[config.mk]
export PLATFORM = sky130hd
export DESIGN_NAME = multi_timer
export DESIGN_NICKNAME = d
export VERILOG_FILES = /design/src/rtl/multi_timer_pkg.sv /design/src/rtl/timer_channel.sv /design/src/rtl/multi_timer.sv
export SDC_FILE = /design/constraint.sdc
export NUM_CORES = 1
export LEC_CHECK = 0
export CAP_MARGIN = 40
export CORE_MARGIN = 3
export CORE_UTILIZATION = 52
export DETAILED_ROUTE_END_ITERATION = 8
export GPL_TIMING_DRIVEN = 0
export PLACE_DENSITY = 0.85
export SLEW_MARGIN = 10
export SYNTH_ARGS = -nofsm -noshare
export SYNTH_HDL_FRONTEND = slang
export SYNTH_SLANG_ARGS = --single-unit
[constraint.sdc]
create_clock -name clk -period 3.3 [get_ports clk]
set_input_delay 0.99 -clock clk [delete_from_list [all_inputs] [get_ports clk]]
set_output_delay 0.99 -clock clk [all_outputs]
set_load 0.01 [all_outputs]
[src/rtl/multi_timer_pkg.sv]
// multi_timer_pkg: shared encodings for the multi-channel bus timer.
// Channel FSM states, per-channel register offsets and CTRL bit positions.
package multi_timer_pkg;

    typedef enum logic [1:0] {
        StIdle = 2'd0,
        StLoad = 2'd1,
        StCnt  = 2'd2,
        StInt  = 2'd3
    } state_e;

    // Word offsets inside a channel's 4-word window
    localparam logic [1:0] OFF_CTRL   = 2'd0;
    localparam logic [1:0] OFF_PRESET = 2'd1;
    localparam logic [1:0] OFF_COUNT  = 2'd2;

    // CTRL bit positions
    localparam int unsigned CTRL_EN     = 0;
    localparam int unsigned CTRL_RELOAD = 1;
    localparam int unsigned CTRL_IM     = 3;
    localparam int unsigned CTRL_PS_LSB = 8;
    localparam int unsigned CTRL_PS_MSB = 15;

endpackage

[src/rtl/timer_channel.sv]
// timer_channel: one down-counter with CTRL/PRESET/COUNT, sticky pending flag and
// interrupt mask. A bus write to this channel freezes its FSM and count for that cycle.
// Optional prescaler enabled by defining MULTI_TIMER_PRESCALE_EN.
module timer_channel
    import multi_timer_pkg::*;
#(
    parameter int unsigned CNT_W = 32
) (
    input  logic        clk,
    input  logic        reset,
    input  logic        sel,
    input  logic        we,
    input  logic [31:0] din,
    input  logic [1:0]  offset,
    input  logic        w1c,
    output logic [31:0] rdata,
    output logic        pending,
    output logic        irq
);

    state_e             state_q, state_d;
    logic               en_q, en_d;
    logic               reload_q, reload_d;
    logic               im_q, im_d;
    logic [CNT_W-1:0]   preset_q, preset_d;
    logic [CNT_W-1:0]   count_q, count_d;
    logic               pending_q, pending_d;
    logic               pend_set;
    logic               wr;
    logic               tick;

    assign wr = sel && we;

`ifdef MULTI_TIMER_PRESCALE_EN
    logic [7:0] ps_q, ps_d;
    logic [7:0] ps_cnt_q, ps_cnt_d;

    assign tick = (ps_cnt_q == ps_q);
`else
    assign tick = 1'b1;
`endif

    // Only part of the bus word is stored; the rest is dropped on write
    logic unused_din;
    assign unused_din = ^din;

    // State and register update
    always_ff @(posedge clk) begin
        if (reset) begin
            state_q   <= StIdle;
            en_q      <= 1'b0;
            reload_q  <= 1'b0;
            im_q      <= 1'b0;
            preset_q  <= '0;
            count_q   <= '0;
            pending_q <= 1'b0;
`ifdef MULTI_TIMER_PRESCALE_EN
            ps_q      <= '0;
            ps_cnt_q  <= '0;
`endif
        end else begin
            state_q   <= state_d;
            en_q      <= en_d;
            reload_q  <= reload_d;
            im_q      <= im_d;
            preset_q  <= preset_d;
            count_q   <= count_d;
            pending_q <= pending_d;
`ifdef MULTI_TIMER_PRESCALE_EN
            ps_q      <= ps_d;
            ps_cnt_q  <= ps_cnt_d;
`endif
        end
    end

    // Next state: bus writes take priority over the counting FSM
    always_comb begin
        state_d  = state_q;
        en_d     = en_q;
        reload_d = reload_q;
        im_d     = im_q;
        preset_d = preset_q;
        count_d  = count_q;
        pend_set = 1'b0;
`ifdef MULTI_TIMER_PRESCALE_EN
        ps_d     = ps_q;
        ps_cnt_d = ps_cnt_q;
`endif
        if (wr) begin
            case (offset)
                OFF_CTRL: begin
                    en_d     = din[CTRL_EN];
                    reload_d = din[CTRL_RELOAD];
                    im_d     = din[CTRL_IM];
`ifdef MULTI_TIMER_PRESCALE_EN
                    ps_d     = din[CTRL_PS_MSB:CTRL_PS_LSB];
`endif
                end
                OFF_PRESET: preset_d = din[CNT_W-1:0];
                OFF_COUNT:  count_d  = din[CNT_W-1:0];
                default: ;
            endcase
`ifdef MULTI_TIMER_PRESCALE_EN
            ps_cnt_d = '0;
`endif
        end else begin
            unique case (state_q)
                StIdle: begin
                    if (en_q) state_d = StLoad;
                end
                StLoad: begin
                    count_d = preset_q;
                    state_d = StCnt;
`ifdef MULTI_TIMER_PRESCALE_EN
                    ps_cnt_d = '0;
`endif
                end
                StCnt: begin
                    if (!en_q) begin
                        state_d = StIdle;
                    end else begin
`ifdef MULTI_TIMER_PRESCALE_EN
                        ps_cnt_d = tick ? 8'd0 : ps_cnt_q + 8'd1;
`endif
                        if (tick) begin
                            // PRESET of 0 expires like 1: no wrap below zero
                            if (count_q > CNT_W'(1)) begin
                                count_d = count_q - CNT_W'(1);
                            end else begin
                                count_d  = '0;
                                pend_set = 1'b1;
                                state_d  = StInt;
                            end
                        end
                    end
                end
                StInt: begin
                    if (!reload_q) begin
                        en_d    = 1'b0;
                        state_d = StIdle;
                    end else if (en_q) begin
                        count_d = preset_q;
                        state_d = StCnt;
                    end else begin
                        state_d = StIdle;
                    end
                end
                default: state_d = StIdle;
            endcase
        end
        // A set in the same cycle as a clear wins
        pending_d = (pending_q && !w1c) || pend_set;
    end

    // Register read-back and masked interrupt
    always_comb begin
        rdata = '0;
        case (offset)
            OFF_CTRL: begin
                rdata[CTRL_EN]     = en_q;
                rdata[CTRL_RELOAD] = reload_q;
                rdata[CTRL_IM]     = im_q;
`ifdef MULTI_TIMER_PRESCALE_EN
                rdata[CTRL_PS_MSB:CTRL_PS_LSB] = ps_q;
`endif
            end
            OFF_PRESET: rdata = 32'(preset_q);
            OFF_COUNT:  rdata = 32'(count_q);
            default:    rdata = '0;
        endcase
        pending = pending_q;
        irq     = pending_q && im_q;
    end

endmodule

[src/rtl/multi_timer.sv]
// multi_timer: NUM_CH bus-mapped down-counters with a shared W1C STATUS register
// and a combined IRQ. Optional per-channel prescaler: define MULTI_TIMER_PRESCALE_EN.
module multi_timer
    import multi_timer_pkg::*;
#(
    parameter int unsigned NUM_CH = 2,
    parameter int unsigned CNT_W  = 32
) (
    input  logic              clk,
    input  logic              reset,
    input  logic [29:0]       addr,
    input  logic              we,
    input  logic [31:0]       din,
    output logic [31:0]       dout,
    output logic              irq,
    output logic [NUM_CH-1:0] irq_vec
);

    // Eight channels push STATUS to word 32, which needs one extra address bit
    localparam int unsigned AW = (NUM_CH > 7) ? 6 : 5;
    localparam int unsigned IW = AW - 2;
    localparam logic [AW-1:0] STATUS_WORD = AW'(4 * NUM_CH);
    localparam logic [IW-1:0] CH_LIM      = IW'(NUM_CH);

    logic [AW-1:0]     word;
    logic [IW-1:0]     ch_idx;
    logic [1:0]        offset;
    logic              ch_hit;
    logic              status_hit;
    logic [NUM_CH-1:0] sel;
    logic [NUM_CH-1:0] w1c;
    logic [NUM_CH-1:0] pend;
    logic [31:0]       ch_rdata [NUM_CH];

    logic unused_addr;
    assign unused_addr = ^addr[29:AW];

    assign word       = addr[AW-1:0];
    assign ch_idx     = word[AW-1:2];
    assign offset     = word[1:0];
    assign ch_hit     = (ch_idx < CH_LIM);
    assign status_hit = (word == STATUS_WORD);
    assign w1c        = (we && status_hit) ? din[NUM_CH-1:0] : '0;

    for (genvar c = 0; c < NUM_CH; c++) begin : g_ch
        assign sel[c] = ch_hit && (ch_idx == IW'(c));

        timer_channel #(
            .CNT_W(CNT_W)
        ) u_ch (
            .clk    (clk),
            .reset  (reset),
            .sel    (sel[c]),
            .we     (we),
            .din    (din),
            .offset (offset),
            .w1c    (w1c[c]),
            .rdata  (ch_rdata[c]),
            .pending(pend[c]),
            .irq    (irq_vec[c])
        );
    end

    // Read mux: selected channel, STATUS, or zero
    always_comb begin
        dout = '0;
        for (int c = 0; c < NUM_CH; c++) begin
            if (sel[c]) dout = ch_rdata[c];
        end
        if (status_hit) dout = 32'(pend);
    end

    assign irq = |irq_vec;

endmodule
==> metrics.yaml <==
worst_setup_path:
  path_class: "input port to output pin"
  r2r-start: "g_ch[0].u_ch.count_q[8]"
  cp-end-kind: "output pin"
  worstReg2RegEnd: "g_ch[0].u_ch.count_q[6]"
  cp_max_fo: 5
  cp.arrival_ns: 2.54
  start_kind: "input port"
  required_ns: 2.31
  r2r_cells: 7
  regToRegSetupSlack_ns: 0.13
routing:
  drcViolationCount: 8
  avgViaCountPerCell: 7.33
  drt_iter0_drc: 2011
  wl_per_cell_um: 26.1
  drtPass1Iterations: 9
  routed_wl_mm: 39.4
  via_count: 11055
  ant_nets: 0
clocking:
  htreeDepth: 4
  cts_tree: "done"
  clkTransAtPathRegs_ns: 0.06
  insertion_delay_ns: 0.43
  cts_sinks: 140
  root_buffer: "clkbuf_16"
  clock_path_buffers: 2
  numCtsBuffers: 17
floorplan:
  fp-row-count: 47
  coreArea_mm2: 0.0166
  die_h_um: 136
  ios: 100
  die_w_um: 136
  dieArea_mm2: 0.0186
  start_util_pct: 53.3
yosys:
  syn-num-nets: 1254
  ys.flop_type: "dfxtp_1"
  ys_warn_count: 0
  synth_cells: 1173
  syn_area_per_cell_um2: 7.54
  ys_ff_latch: 140
  yosysUniqueCellTypes: 75
  synth_edf_count: 0
  async_flop_share_pct: 0
  syn_area_mm2: 0.00884
  seq_area_frac_synth_pct: 31.7
sta:
  layout_setup_ws_ns: -0.230
  setup_viol: 15
  fin_crit_sh_pct: 107
  setup_tns_ns: -0.681
  timing.hold.ws_ns: 0.474
  finalClockSkew_ns: 0.0100
  fmax_mhz: 283
  slew_violations: 0
  rsz0062_at_grt: "yes"
  fin_crit_ns: 3.53
  slew_headroom_pct: 42.8
  finalHoldViolations: 0
  tightest_slew_ns: 0.858
power_and_ir_drop:
  ir_drop_mv: 0.415
  leakage_nw: 3.85
  total_power_mw: 5.92
  power_density_mw_per_mm2: 529
cells_and_area:
  layout.nets: 1357
  final_util_pct: 67.6
  area_delta_synth_final_pct: 26.7
  final_cells: 1508
  drive_above_1_share_pct: 16.0
  n_antenna_cell: 0
  fill_cells: 1339
status:
  failed_checks: "design-rule violations, negative setup slack"
  status: "finished with violations"
worst_hold_path:
  hold_start: "g_ch[0].u_ch.preset_q[22]"
  worstHoldPathCells: 2
  whs_endpoint: "g_ch[0].u_ch.preset_q[22]"
  hold_path.class: "register to register"
placement:
  io_buffers: 73
  dpl.hpwl_mm: 26.2
  place.gp.congestion: 1.02
  place_inst: 1468
global_routing:
  antenna_found_initial: 1
  grt_usage_pct: 40.5
  grt_max_degree: 17
  grt_pass1_vias: 9994
  grt_overflow: 0
  grt_pass1_wl_mm: 57.7
run:
  drv_cap: 0
kinds of logic (layout without fill, tap and decap cells):
kind of cell / Yosys count / in the layout / synth area share [%]
flops: 140 / 140 / 31.7
simple gates: 426 / 426 / 23.0
fa+ha+maj: 16 / 16 / 2.26
compound gates: 400 / 400 / 31.1
xor+xnor: 34 / 34 / 3.37
buf+inv: 133 / 248 / 5.79
mux: 24 / 24 / 2.75
state kept, by name, summed over array words and instances, names as in the netlist:
name	cells
g_ch.u_ch.reload_q	2
g_ch.u_ch.state_q	4
g_ch.u_ch.pending	2
g_ch.u_ch.preset_q	64
g_ch.u_ch.im_q	2
g_ch.u_ch.en_q	2
g_ch.u_ch.count_q	64
metrics by stage:
| step | cell area (um^2) | worst slack [ns] |
|---|---|---|
| final | 11200 | -0.230 |
| after global routing | 11200 | -0.357 |
| after CTS | 11000 | -0.0661 |
| after detailed placement | 9870 | -1.82 |
| after global placement | 9850 | -1.87 |
| after floorplan | 8840 | 0.00752 |
routing by layer:
metal	vias up	track usage (%)	routed length (um)
li1	4606	-	-
met4	2	25.1	3180
met2	1035	60.6	16800
met5	-	0	11
met1	5103	51.4	13700
met3	309	11.5	5780
worst max-delay path by stage:
stage,start,end,slack (ns),depth (start not counted)
2_1_floorplan,addr[0],dout[10],0.008,7
3_3_place_gp,addr[0],dout[11],-1.87,9
3_5_place_dp,addr[0],dout[11],-1.82,9
4_1_cts,addr[0],dout[0],-0.07,8
5_1_grt,addr[0],dout[0],-0.36,8
6_report,addr[0],dout[0],-0.23,8
worst max-delay path: stages:
cell,delay (ns)
buf_12,0.09
inv_6,0.04
ha_4,0.18
clkbuf_16,0.16
a222oi_1,0.53
mux2i_1,0.18
a22o_1,0.22
buf_2,0.14
layout by cell type, fill, tap and decap left out, types with 30 or more instances in the layout:
| cell | instances |
|---|---|
| clkbuf_1 | 64 |
| a22oi_2 | 35 |
| a221oi_1 | 54 |
| o21ai_0 | 30 |
| nor3_1 | 33 |
| clkdlybuf4s50_1 | 37 |
| dfxtp_1 | 140 |
| a21oi_1 | 117 |
| nor2_1 | 66 |
| nand2_1 | 203 |
cells in the mapped netlist, types with 9 or more instances:
library cell,number,share of area (%)
nand2_1,204,8.7
dfxtp_1,140,32
a21oi_1,118,6.7
clkbuf_1,98,4.2
nor2_1,68,2.9
a22oi_1,60,5.1
a221oi_1,54,5.4
o22ai_1,36,2.5
nor3_1,33,1.9
o21ai_0,31,1.8
nand3_1,29,1.6
mux2i_1,22,2.5
xnor2_1,21,2.1
inv_1,17,0.72
ha_1,16,2.3
nor4_1,15,1.1
xor2_1,13,1.3
a211oi_1,12,1.0
buf_1,11,0.47
o221ai_1,10,0.99
a311oi_1,9,0.89
nand4_1,9,0.64
where the power goes:
part	switching (mW)	internal [mW]	total (mW)
sequential	0.0899	1.75	1.84
clock	0.790	1.50	2.29
combinational	1.15	0.640	1.79
cell type report:
type | instances | area (um^2) | area share, %
plain buffers | 112 | 628 | 5.61
clock buffers | 21 | 480 | 4.29
clock inverters | 10 | 209 | 1.87
inverters | 18 | 77.6 | 0.692
multi-input cells | 900 | 5950 | 53.1
flip-flops and latches | 140 | 2800 | 25.0
well taps | 220 | 275 | 2.46
repair buffers | 87 | 782 | 6.98
timing repair:
| action | in CTS | in global routing |
|---|---|---|
| hold buffers | 0 | 0 |
| setup endpoints to repair | 77 | 103 |
| setup buffers | 7 | 2 |
| resized for setup | 244 | 77 |
| cloned | 2 | 2 |
| pin swaps | 16 | 15 |
Power figures use the tool's default switching activity.
